<file path="src/rtl/dmem_arbiter_pkg.sv">
// Shared definitions for the data-memory arbiter: funct3 codes, FSM encoding
// and the access-type legality check.
package dmem_arb_pkg;

  localparam logic [2:0] F3_B  = 3'b000;
  localparam logic [2:0] F3_H  = 3'b001;
  localparam logic [2:0] F3_W  = 3'b010;
  localparam logic [2:0] F3_BU = 3'b100;
  localparam logic [2:0] F3_HU = 3'b101;

  typedef enum logic [1:0] {
    IDLE   = 2'd0,
    ACCESS = 2'd1,
    RESP   = 2'd2
  } state_t;

  // Stores have no unsigned variants; loads accept all five size codes.
  function automatic logic is_legal(input logic we, input logic [2:0] funct3);
    logic ok;
    ok = 1'b0;
    case (funct3)
      F3_B, F3_H, F3_W: ok = 1'b1;
      F3_BU, F3_HU:     ok = !we;
      default:          ok = 1'b0;
    endcase
    return ok;
  endfunction

endpackage

</file>
<file path="src/rtl/dmem_arbiter_rr_arb2.sv">
// Two-requester round-robin picker. Grant is combinational; the last winner is
// remembered only when the caller reports that the grant was taken.
module rr_arb2 (
  input  logic       clk,
  input  logic       reset,
  input  logic [1:0] req,
  input  logic       update,
  output logic [1:0] grant,
  output logic       grant_id
);

  logic last_grant;

  // NOTE: every always_comb output gets a default first so no path leaves it
  // unassigned, which would otherwise infer a latch.
  always_comb begin
    grant_id = 1'b0;
    grant    = 2'b00;
    if (req == 2'b11) begin
      grant_id = ~last_grant;
    end else if (req[1]) begin
      grant_id = 1'b1;
    end
    if (req != 2'b00) begin
      grant = grant_id ? 2'b10 : 2'b01;
    end
  end

  // Resetting to 1 makes port 0 the first winner under contention.
  // NOTE: sequential state uses non-blocking assignments so every register
  // samples its inputs from before the edge.
  always_ff @(posedge clk or posedge reset) begin
    if (reset) begin
      last_grant <= 1'b1;
    end else if (update) begin
      last_grant <= grant_id;
    end
  end

endmodule

</file>
<file path="src/rtl/dmem_arbiter.sv">
// Two-port round-robin arbiter and sequencer for the data memory: one request
// at a time, a single-cycle memory access, then a one-cycle registered response.
module dmem_arbiter
  import dmem_arb_pkg::*;
#(
  parameter int MEM_WORDS = 1024,
  parameter int ADDR_W    = 32
) (
  input  logic              clk,
  input  logic              reset,

  input  logic              p0_req_valid,
  output logic              p0_req_ready,
  input  logic              p0_req_we,
  input  logic [ADDR_W-1:0] p0_req_addr,
  input  logic [31:0]       p0_req_wdata,
  input  logic [2:0]        p0_req_funct3,
  output logic              p0_resp_valid,
  output logic [31:0]       p0_resp_rdata,
  output logic              p0_resp_err,

  input  logic              p1_req_valid,
  output logic              p1_req_ready,
  input  logic              p1_req_we,
  input  logic [ADDR_W-1:0] p1_req_addr,
  input  logic [31:0]       p1_req_wdata,
  input  logic [2:0]        p1_req_funct3,
  output logic              p1_resp_valid,
  output logic [31:0]       p1_resp_rdata,
  output logic              p1_resp_err,

  output logic              mem_MemRead,
  output logic              mem_MemWrite,
  output logic [ADDR_W-1:0] mem_address,
  output logic [31:0]       mem_write_data,
  output logic [2:0]        mem_funct3,
  input  logic [31:0]       mem_read_data
);

  localparam logic [ADDR_W-1:0] MEM_WORDS_A = ADDR_W'(MEM_WORDS);

  state_t state_q, state_d;

  logic [1:0]        grant;
  logic              grant_id;
  logic              accept;
  logic              sel_we;
  logic [ADDR_W-1:0] sel_addr;
  logic [31:0]       sel_wdata;
  logic [2:0]        sel_funct3;
  logic              sel_legal;

  logic              lat_we;
  logic [ADDR_W-1:0] lat_addr;
  logic [31:0]       lat_wdata;
  logic [2:0]        lat_funct3;
  logic              lat_port;
  logic              err_q;
  logic [31:0]       rdata_q;

  // Requests are only visible to the picker in IDLE and outside reset, so
  // ready is never raised while a transaction is in flight.
  logic [1:0] arb_req;
  assign arb_req = {p1_req_valid, p0_req_valid} & {2{(state_q == IDLE) && !reset}};
  assign accept  = |grant;

  rr_arb2 u_rr_arb2 (
    .clk      (clk),
    .reset    (reset),
    .req      (arb_req),
    .update   (accept),
    .grant    (grant),
    .grant_id (grant_id)
  );

  assign p0_req_ready = grant[0];
  assign p1_req_ready = grant[1];

  assign sel_we     = grant_id ? p1_req_we     : p0_req_we;
  assign sel_addr   = grant_id ? p1_req_addr   : p0_req_addr;
  assign sel_wdata  = grant_id ? p1_req_wdata  : p0_req_wdata;
  assign sel_funct3 = grant_id ? p1_req_funct3 : p0_req_funct3;
  assign sel_legal  = is_legal(sel_we, sel_funct3) && (sel_addr < MEM_WORDS_A);

  always_ff @(posedge clk or posedge reset) begin
    if (reset) begin
      state_q <= IDLE;
    end else begin
      state_q <= state_d;
    end
  end

  // Illegal requests skip ACCESS so they can never touch memory.
  always_comb begin
    state_d = state_q;
    case (state_q)
      IDLE:    if (accept) state_d = sel_legal ? ACCESS : RESP;
      ACCESS:  state_d = RESP;
      RESP:    state_d = IDLE;
      default: state_d = IDLE;
    endcase
  end

  always_ff @(posedge clk or posedge reset) begin
    if (reset) begin
      lat_we     <= 1'b0;
      lat_addr   <= '0;
      lat_wdata  <= '0;
      lat_funct3 <= '0;
      lat_port   <= 1'b0;
      err_q      <= 1'b0;
      rdata_q    <= '0;
    end else if (state_q == IDLE && accept) begin
      lat_we     <= sel_we;
      lat_addr   <= sel_addr;
      lat_wdata  <= sel_wdata;
      lat_funct3 <= sel_funct3;
      lat_port   <= grant_id;
      err_q      <= !sel_legal;
      rdata_q    <= '0;
    end else if (state_q == ACCESS) begin
      rdata_q <= lat_we ? 32'd0 : mem_read_data;
    end
  end

  // Memory and response buses are decoded from state so an asynchronous reset
  // drops them in the same instant.
  always_comb begin
    mem_MemRead    = 1'b0;
    mem_MemWrite   = 1'b0;
    mem_address    = '0;
    mem_write_data = '0;
    mem_funct3     = '0;
    p0_resp_valid  = 1'b0;
    p0_resp_rdata  = '0;
    p0_resp_err    = 1'b0;
    p1_resp_valid  = 1'b0;
    p1_resp_rdata  = '0;
    p1_resp_err    = 1'b0;
    if (state_q == ACCESS) begin
      mem_MemRead    = !lat_we;
      mem_MemWrite   = lat_we;
      mem_address    = lat_addr;
      mem_write_data = lat_wdata;
      mem_funct3     = lat_funct3;
    end else if (state_q == RESP) begin
      if (lat_port) begin
        p1_resp_valid = 1'b1;
        p1_resp_rdata = rdata_q;
        p1_resp_err   = err_q;
      end else begin
        p0_resp_valid = 1'b1;
        p0_resp_rdata = rdata_q;
        p0_resp_err   = err_q;
      end
    end
  end

endmodule

</file>
<file path="config.mk">
export PLATFORM = sky130hd
export DESIGN_NAME = dmem_arbiter
export DESIGN_NICKNAME = d
export VERILOG_FILES = /design/src/rtl/dmem_arbiter_pkg.sv /design/src/rtl/dmem_arbiter_rr_arb2.sv /design/src/rtl/dmem_arbiter.sv
export SDC_FILE = /design/constraint.sdc
export NUM_CORES = 1
export LEC_CHECK = 0
export BUFFER_PORTS_ARGS = -buffer_cell sky130_fd_sc_hd__buf_2
export CAP_MARGIN = 20
export CORE_AREA = 2 2 121 123
export DETAILED_ROUTE_END_ITERATION = 7
export DIE_AREA = 0 0 123 125
export GPL_TIMING_DRIVEN = 0
export PLACE_DENSITY = 0.84
export SYNTH_ARGS = -nofsm -noshare
export SYNTH_HDL_FRONTEND = slang
export SYNTH_HIERARCHICAL = 1
export SYNTH_SLANG_ARGS = --single-unit
</file>
<file path="constraint.sdc">
create_clock -name clk -period 4.5 [get_ports clk]
set_clock_uncertainty 0.1 [all_clocks]
set_input_delay 0.225 -clock clk [delete_from_list [all_inputs] [get_ports clk]]
set_output_delay 0.225 -clock clk [all_outputs]
set_load 0.1 [all_outputs]
</file>
# After elaboration in Yosys (flattened, before gate mapping)
# Index checks and enable logic that the tools add are counted.
[word_totals]
output_inout_bits = 139
ff_bits = 105
word_cells = 72
input_bits = 172
[op_classes]
magnitude_cmp = 1
eq_ne = 8
n_reduce_logical = 14
mux = 38
bitwise = 2
[op_table]
columns = ["operator", "n"]
rows = [
  ["$mux 32", 13],
  ["$lt 32x11->1 const B", 1],
  ["$mux 1", 17],
  ["$mux 2", 4],
  ["$eq 3x3->1 const B", 2],
  ["$mux 3", 2],
  ["$eq 2x2->1 const B", 2],
  ["$logic_not 1->1", 4],
  ["$pmux 2 s2", 1],
  ["$reduce_bool 2->1", 2],
  ["$reduce_or 2->1", 2],
  ["$eq 3x1->1 const B", 1],
  ["$eq 3x2->1 const B", 1],
  ["$logic_and 1x1->1", 3],
  ["$logic_not 3->1", 1],
  ["$reduce_or 3->1", 1],
  ["$and 2x2->2", 1],
  ["$eq 2x1->1 const B", 1],
  ["$logic_not 2->1", 1],
  ["$ne 2x2->1 const B", 1],
  ["$pmux 1 s2", 1],
  ["$not 1->1", 1],
]

# Longest topological paths before layout
[depth]
ltp_word = 13
ltp_mapped = 11

# Cells and area by module
# Netlist, hierarchy kept.
[modules_own_cells]
columns = ["module", "instances", "cells_per_inst", "area_per_inst_um2"]
rows = [
  ["dmem_arbiter", 1, 565, 5480.3],
  ["rr_arb2", 1, 7, 75.1],
]

# Worst setup path after synthesis
# OpenSTA, ideal clock, no wires.
[synth_path]
path_kind = "reg-to-reg"
startpoint = "reg state_q[0]"
endpoint = "reg lat_addr[16]"
setup_slack_ns = 0.159
setup_ns = 0.133
stages_incl_launch_ff = 12
path_buffers = 4
t_arrival_ns = 4.108
period_less_slack_ns = 4.341
path_cell_list = "dfrtp_1 -> nor3_1 -> and2_1 -> a21boi_0 -> or2_1 -> clkbuf_1 -> nand2_1 -> buf_2 -> buf_4 -> buf_2 -> nand2_1 -> o21ai_0"
[synth_via]
elab_chain_cells = 9
elab_cells_between_ends = 12
[synth_lines]
columns = ["element", "line", "source"]
rows = [
  ["start, declared", "dmem_arbiter.sv:42", "state_t state_q, state_d;"],
  ["start signal, assigned", "dmem_arbiter.sv:89", "state_q <= state_d;"],
  ["$logic_not 2->1 *", "dmem_arbiter.sv:64", "assign arb_req = {p1_req_valid, p0_req_valid} & {2{(state_q == IDLE) && !reset}};"],
  ["$logic_and 1x1->1 *", "dmem_arbiter.sv:64", ""],
  ["$and 2x2->2 *", "dmem_arbiter.sv:64", ""],
  ["via arb_req[0]", "dmem_arbiter.sv:63", "logic [1:0] arb_req;"],
  ["$eq 2x2->1", "dmem_arbiter_rr_arb2.sv:19", "if (req == 2'b11) begin"],
  ["$mux 1", "dmem_arbiter_rr_arb2.sv:19", ""],
  ["$mux 2", "dmem_arbiter_rr_arb2.sv:25", "grant = grant_id ? 2'b10 : 2'b01;"],
  ["$mux 2 *", "dmem_arbiter_rr_arb2.sv:24", "if (req != 2'b00) begin"],
  ["via p0_req_ready", "dmem_arbiter.sv:13", "output logic p0_req_ready,"],
  ["$reduce_or 2->1 *", "dmem_arbiter.sv:65", "assign accept = |grant;"],
  ["via accept", "dmem_arbiter.sv:46", "logic accept;"],
  ["$logic_and 1x1->1 *", "dmem_arbiter.sv:113", "end else if (state_q == IDLE && accept) begin"],
  ["end signal, assigned", "dmem_arbiter.sv:115", "lat_addr <= sel_addr;"],
  ["end, declared", "dmem_arbiter.sv:54", "logic [ADDR_W-1:0] lat_addr;"],
]
# The timed path passes the listed nets; every way through them passes the cells marked *.
# A chain may end at the register's enable or synchronous reset.

# Worst setup path after layout
[layout_path]
startpoint = "reg state_q[0]"
endpoint = "out p0_resp_rdata[9]"
[layout_via]
elab_chain_cells = 3
elab_cells_between_ends = 4
[layout_lines]
columns = ["element", "line", "source"]
rows = [
  ["$eq 2x2->1", "dmem_arbiter.sv:146", "end else if (state_q == RESP) begin"],
  ["$mux 32", "dmem_arbiter.sv:146", ""],
  ["$mux 32 *", "dmem_arbiter.sv:140", "if (state_q == ACCESS) begin"],
  ["end, declared", "dmem_arbiter.sv:19", "output logic [31:0] p0_resp_rdata,"],
]
# Mark *: on every way between the ends. The rest lies on a longest branch, timed or not.

==> results.py <==
metrics = {
    "outcome": {
        "outcome": "finished, final reports clean",
    },
    "floorplan": {
        "die_footprint_sq_mm": 0.0154,
        "floorplan.core_area_sq_mm": 0.0142,
        "boundaryPins": 311,
        "rows": 44,
        "die_h_um": 125,
        "start_util": 0.391,
        "die_span_in_x_um": 123,
    },
    "synth": {
        "yosys-top-cells-count": "and2_1 (137), dfrtp_1 (104), nand2_1 (74)",
        "syn-instance-count": 572,
        "post_synth_edffs": 0,
        "synthMostInstantiatedCell": "and2_1",
        "synth-main-ff-cell": "dfrtp_1",
        "share_of_synthesized_flip_flops_with_an_asynchronous_set_or_reset": 1.00,
        "syn_area_per_cell_sq_um": 9.71,
        "synth_largest_type_area_fraction": 0.468,
        "synth.ff_latch_count": 105,
        "ys_seq_area_frac": 0.473,
        "mappedNetlistNets": 744,
        "post-synth-top-area-cell": "dfrtp_1",
        "area_contributors_post_synth": "dfrtp_1 (47%), and2_1 (15%), mux2i_1 (12%)",
        "syn_area_sq_mm": 0.00556,
        "yosysUniqueCellTypes": 34,
        "ys_warns": 6,
    },
    "clocking": {
        "clk_path_buf_depth": 2,
        "tritoncts.num_buffers": 9,
        "root_buffer_cell": "clkbuf_16",
        "clock_sinks": 105,
        "cts_tree": "done",
        "cts-resized-gates": 0,
        "cts_htree_levels": 3,
        "cts.clk_slew.worst_paths_ns": 0.08,
        "insertion_delay_ns": 0.34,
    },
    "sta": {
        "maxSlewHeadroom": 0.346,
        "final-setup-viol-count": 0,
        "max_freq_mhz": 339,
        "drv_slew": 0,
        "final.setup.worst_slack_ns": 1.55,
        "timing.final.crit_period_ns": 2.95,
        "max_slew.worst_pin.slew_ns": 0.979,
        "post-route-period-util": 0.656,
        "timing_hold_violations_final": 0,
        "grt_setup_unrepaired": "false",
        "finalSetupTns_ns": 0,
    },
    "critical_path": {
        "critPathLaunchType": "register",
        "worst_path_required_time_ns": 4.18,
        "critical-path-max-stage-delay_ns": 0.83,
        "worstSetupPathType": "register to output port",
        "maximum_net_fanout_on_the_critical_path": 10,
        "worst_setup_path_end_kind": "output port",
        "critPathSlowestCell": "nor3b_1",
        "path_cells": "nor3b_1 > clkbuf_1 > and2_1 > buf_2",
        "worst-endpoint-arrival_ns": 2.63,
    },
    "routing": {
        "vias": 5476,
        "post-route-drc-count": 0,
        "drtAntennaViolNets": 0,
        "drt_pre_antenna_iters": 4,
        "routed_wirelength_um": 17800,
        "detail_route.vias_per_cell": 4.96,
        "drt_iter0_drc": 190,
        "wl_per_cell_um": 16.1,
    },
    "finish": {
        "areaGrowthSynthToFinish_pct": 42.0,
        "diodes": 0,
        "fillerInstances": 1280,
        "final_layout_size_suffix_gt1_frac": 0.383,
        "final_cell_count_no_fill": 1105,
        "multi_input_comb_area_sq_mm": 0.00271,
        "nNetsFinal": 1088,
        "seq_area_sq_mm": 0.00263,
    },
    "power": {
        "static-leakage-power_nw": 4.24,
        "power_density_mw_per_mm2": 336,
        "totalPowerFinal_mw": 2.65,
        "worst_vdd_drop_uv": 208,
    },
    "global_routing": {
        "vias_in_the_first_global_route": 5442,
        "grt_antenna_before_repair": 0,
        "maximum_number_of_pins_on_one_net_before_global_route_repair": 63,
        "grt_util_all_layers": 0.229,
        "wire_length_of_the_first_global_routing_pass_um": 27400,
        "globalRouteOverflowTotal": 0,
    },
    "flow_run": {
        "number_of_max_capacitance_violations_reported": 0,
    },
    "placed_design": {
        "finalWeightedCongestion": 0.904,
        "buffer_ports.inserted": 310,
        "place_inst": 1067,
        "hpwl_um": 13800,
        "place_worst_setup_slack_ns": 1.83,
    },
    "worst_hold_path": {
        "timing.hold.worst.class": "input port to register",
    },
}
## placed cells by master (no fill, tap or decap), types with 2 or more instances in the layout
cell type	Yosys	routed
inv_1	3	2
a22oi_1	2	2
a22o_1	32	32
nor4_1	5	5
a211oi_1	2	2
clkinvlp_4	0	2
clkbuf_1	23	23
o21ai_0	68	68
a31oi_1	2	2
buf_4	4	4
nand4_1	2	2
and2_1	137	137
nand2_1	74	74
mux2i_1	68	68
a21boi_0	2	2
clkbuf_16	0	9
dfrtp_1	104	104
buf_2	16	326
dlygate4sd3_1	0	22
nor2_1	6	6
inv_6	0	2
nor3_1	6	6
## per-stage QoR
step	hold WS, ns	util	area (sq um)
final	0.0101	0.555	7890
after global routing	0.000658	0.555	7890
after CTS	0.000473	0.555	7890
after detailed placement	0.168	0.519	7370
after global placement	0.142	0.517	7340
after floorplan	0.0147	-	5560
## timing repair
| item | in CTS | in global routing |
|---|---|---|
| setup buffers | 0 | 0 |
| hold buffers | 22 | 0 |
| hold endpoints to repair | 64 | 0 |
## final cells by class
class	instances	area share
Sequential cell	105	0.333
Clock buffer	9	0.0285
Buffer	44	0.0263
Clock inverter	7	0.00967
Tap cell	184	0.0292
Multi-Input combinational cell	420	0.343
Timing Repair Buffer	333	0.228
Inverter	3	0.00174
## sequential cells by signal, summed over array words and instances (netlist names)
register	cells
err_q	1
lat_addr	32
lat_funct3	3
lat_port	1
lat_wdata	32
lat_we	1
rdata_q	32
state_q	2
u_rr_arb2/last_grant	1
## power by group
part           leakage [nW]  total [mW]  internal, mW  switching (mW)
combinational          2.75       0.571         0.226           0.344
sequential             1.35        1.27          1.16           0.105
clock                 0.142       0.810         0.436           0.374
total                  4.24        2.65          1.82           0.823
## worst paths after layout
| kind | start | slack [ns] | endpoint | cells after the start |
|---|---|---|---|---|
| min reg2reg | lat_addr[12] | 0.37 | lat_addr[12] | 2 |
| max | state_q[0] | 1.55 | p0_resp_rdata[9] | 4 |
| min | mem_read_data[21] | 0.01 | rdata_q[21] | 2 |
| max reg2reg | state_q[0] | 1.78 | err_q | 8 |
| max in group asynchronous | reset | 3.18 | lat_wdata[24] | 4 |
| min in group asynchronous | reset | 0.36 | u_rr_arb2/last_grant | 3 |
## logic make-up after synthesis
logic type | share of synthesized area
simple gates | 0.235
mux | 0.125
compound gates | 0.127
buf+inv | 0.0394
flops | 0.473
## layer usage
layer,up-vias,part of all wire,global-route usage
met4,0,0.014,0.0775
met3,19,0.082,0.0570
met5,-,0,0
met1,2570,0.39,0.266
li1,2632,-,-
met2,255,0.51,0.407
## worst max-delay path: cells and delay by family, from the launching register on
family	cells	cell delay (ns)
AND/OR/NAND/NOR	2	1.05
flip-flops	1	0.45
buffers and inverters	2	0.78
No activity file was read; power rests on OpenSTA's default activity.
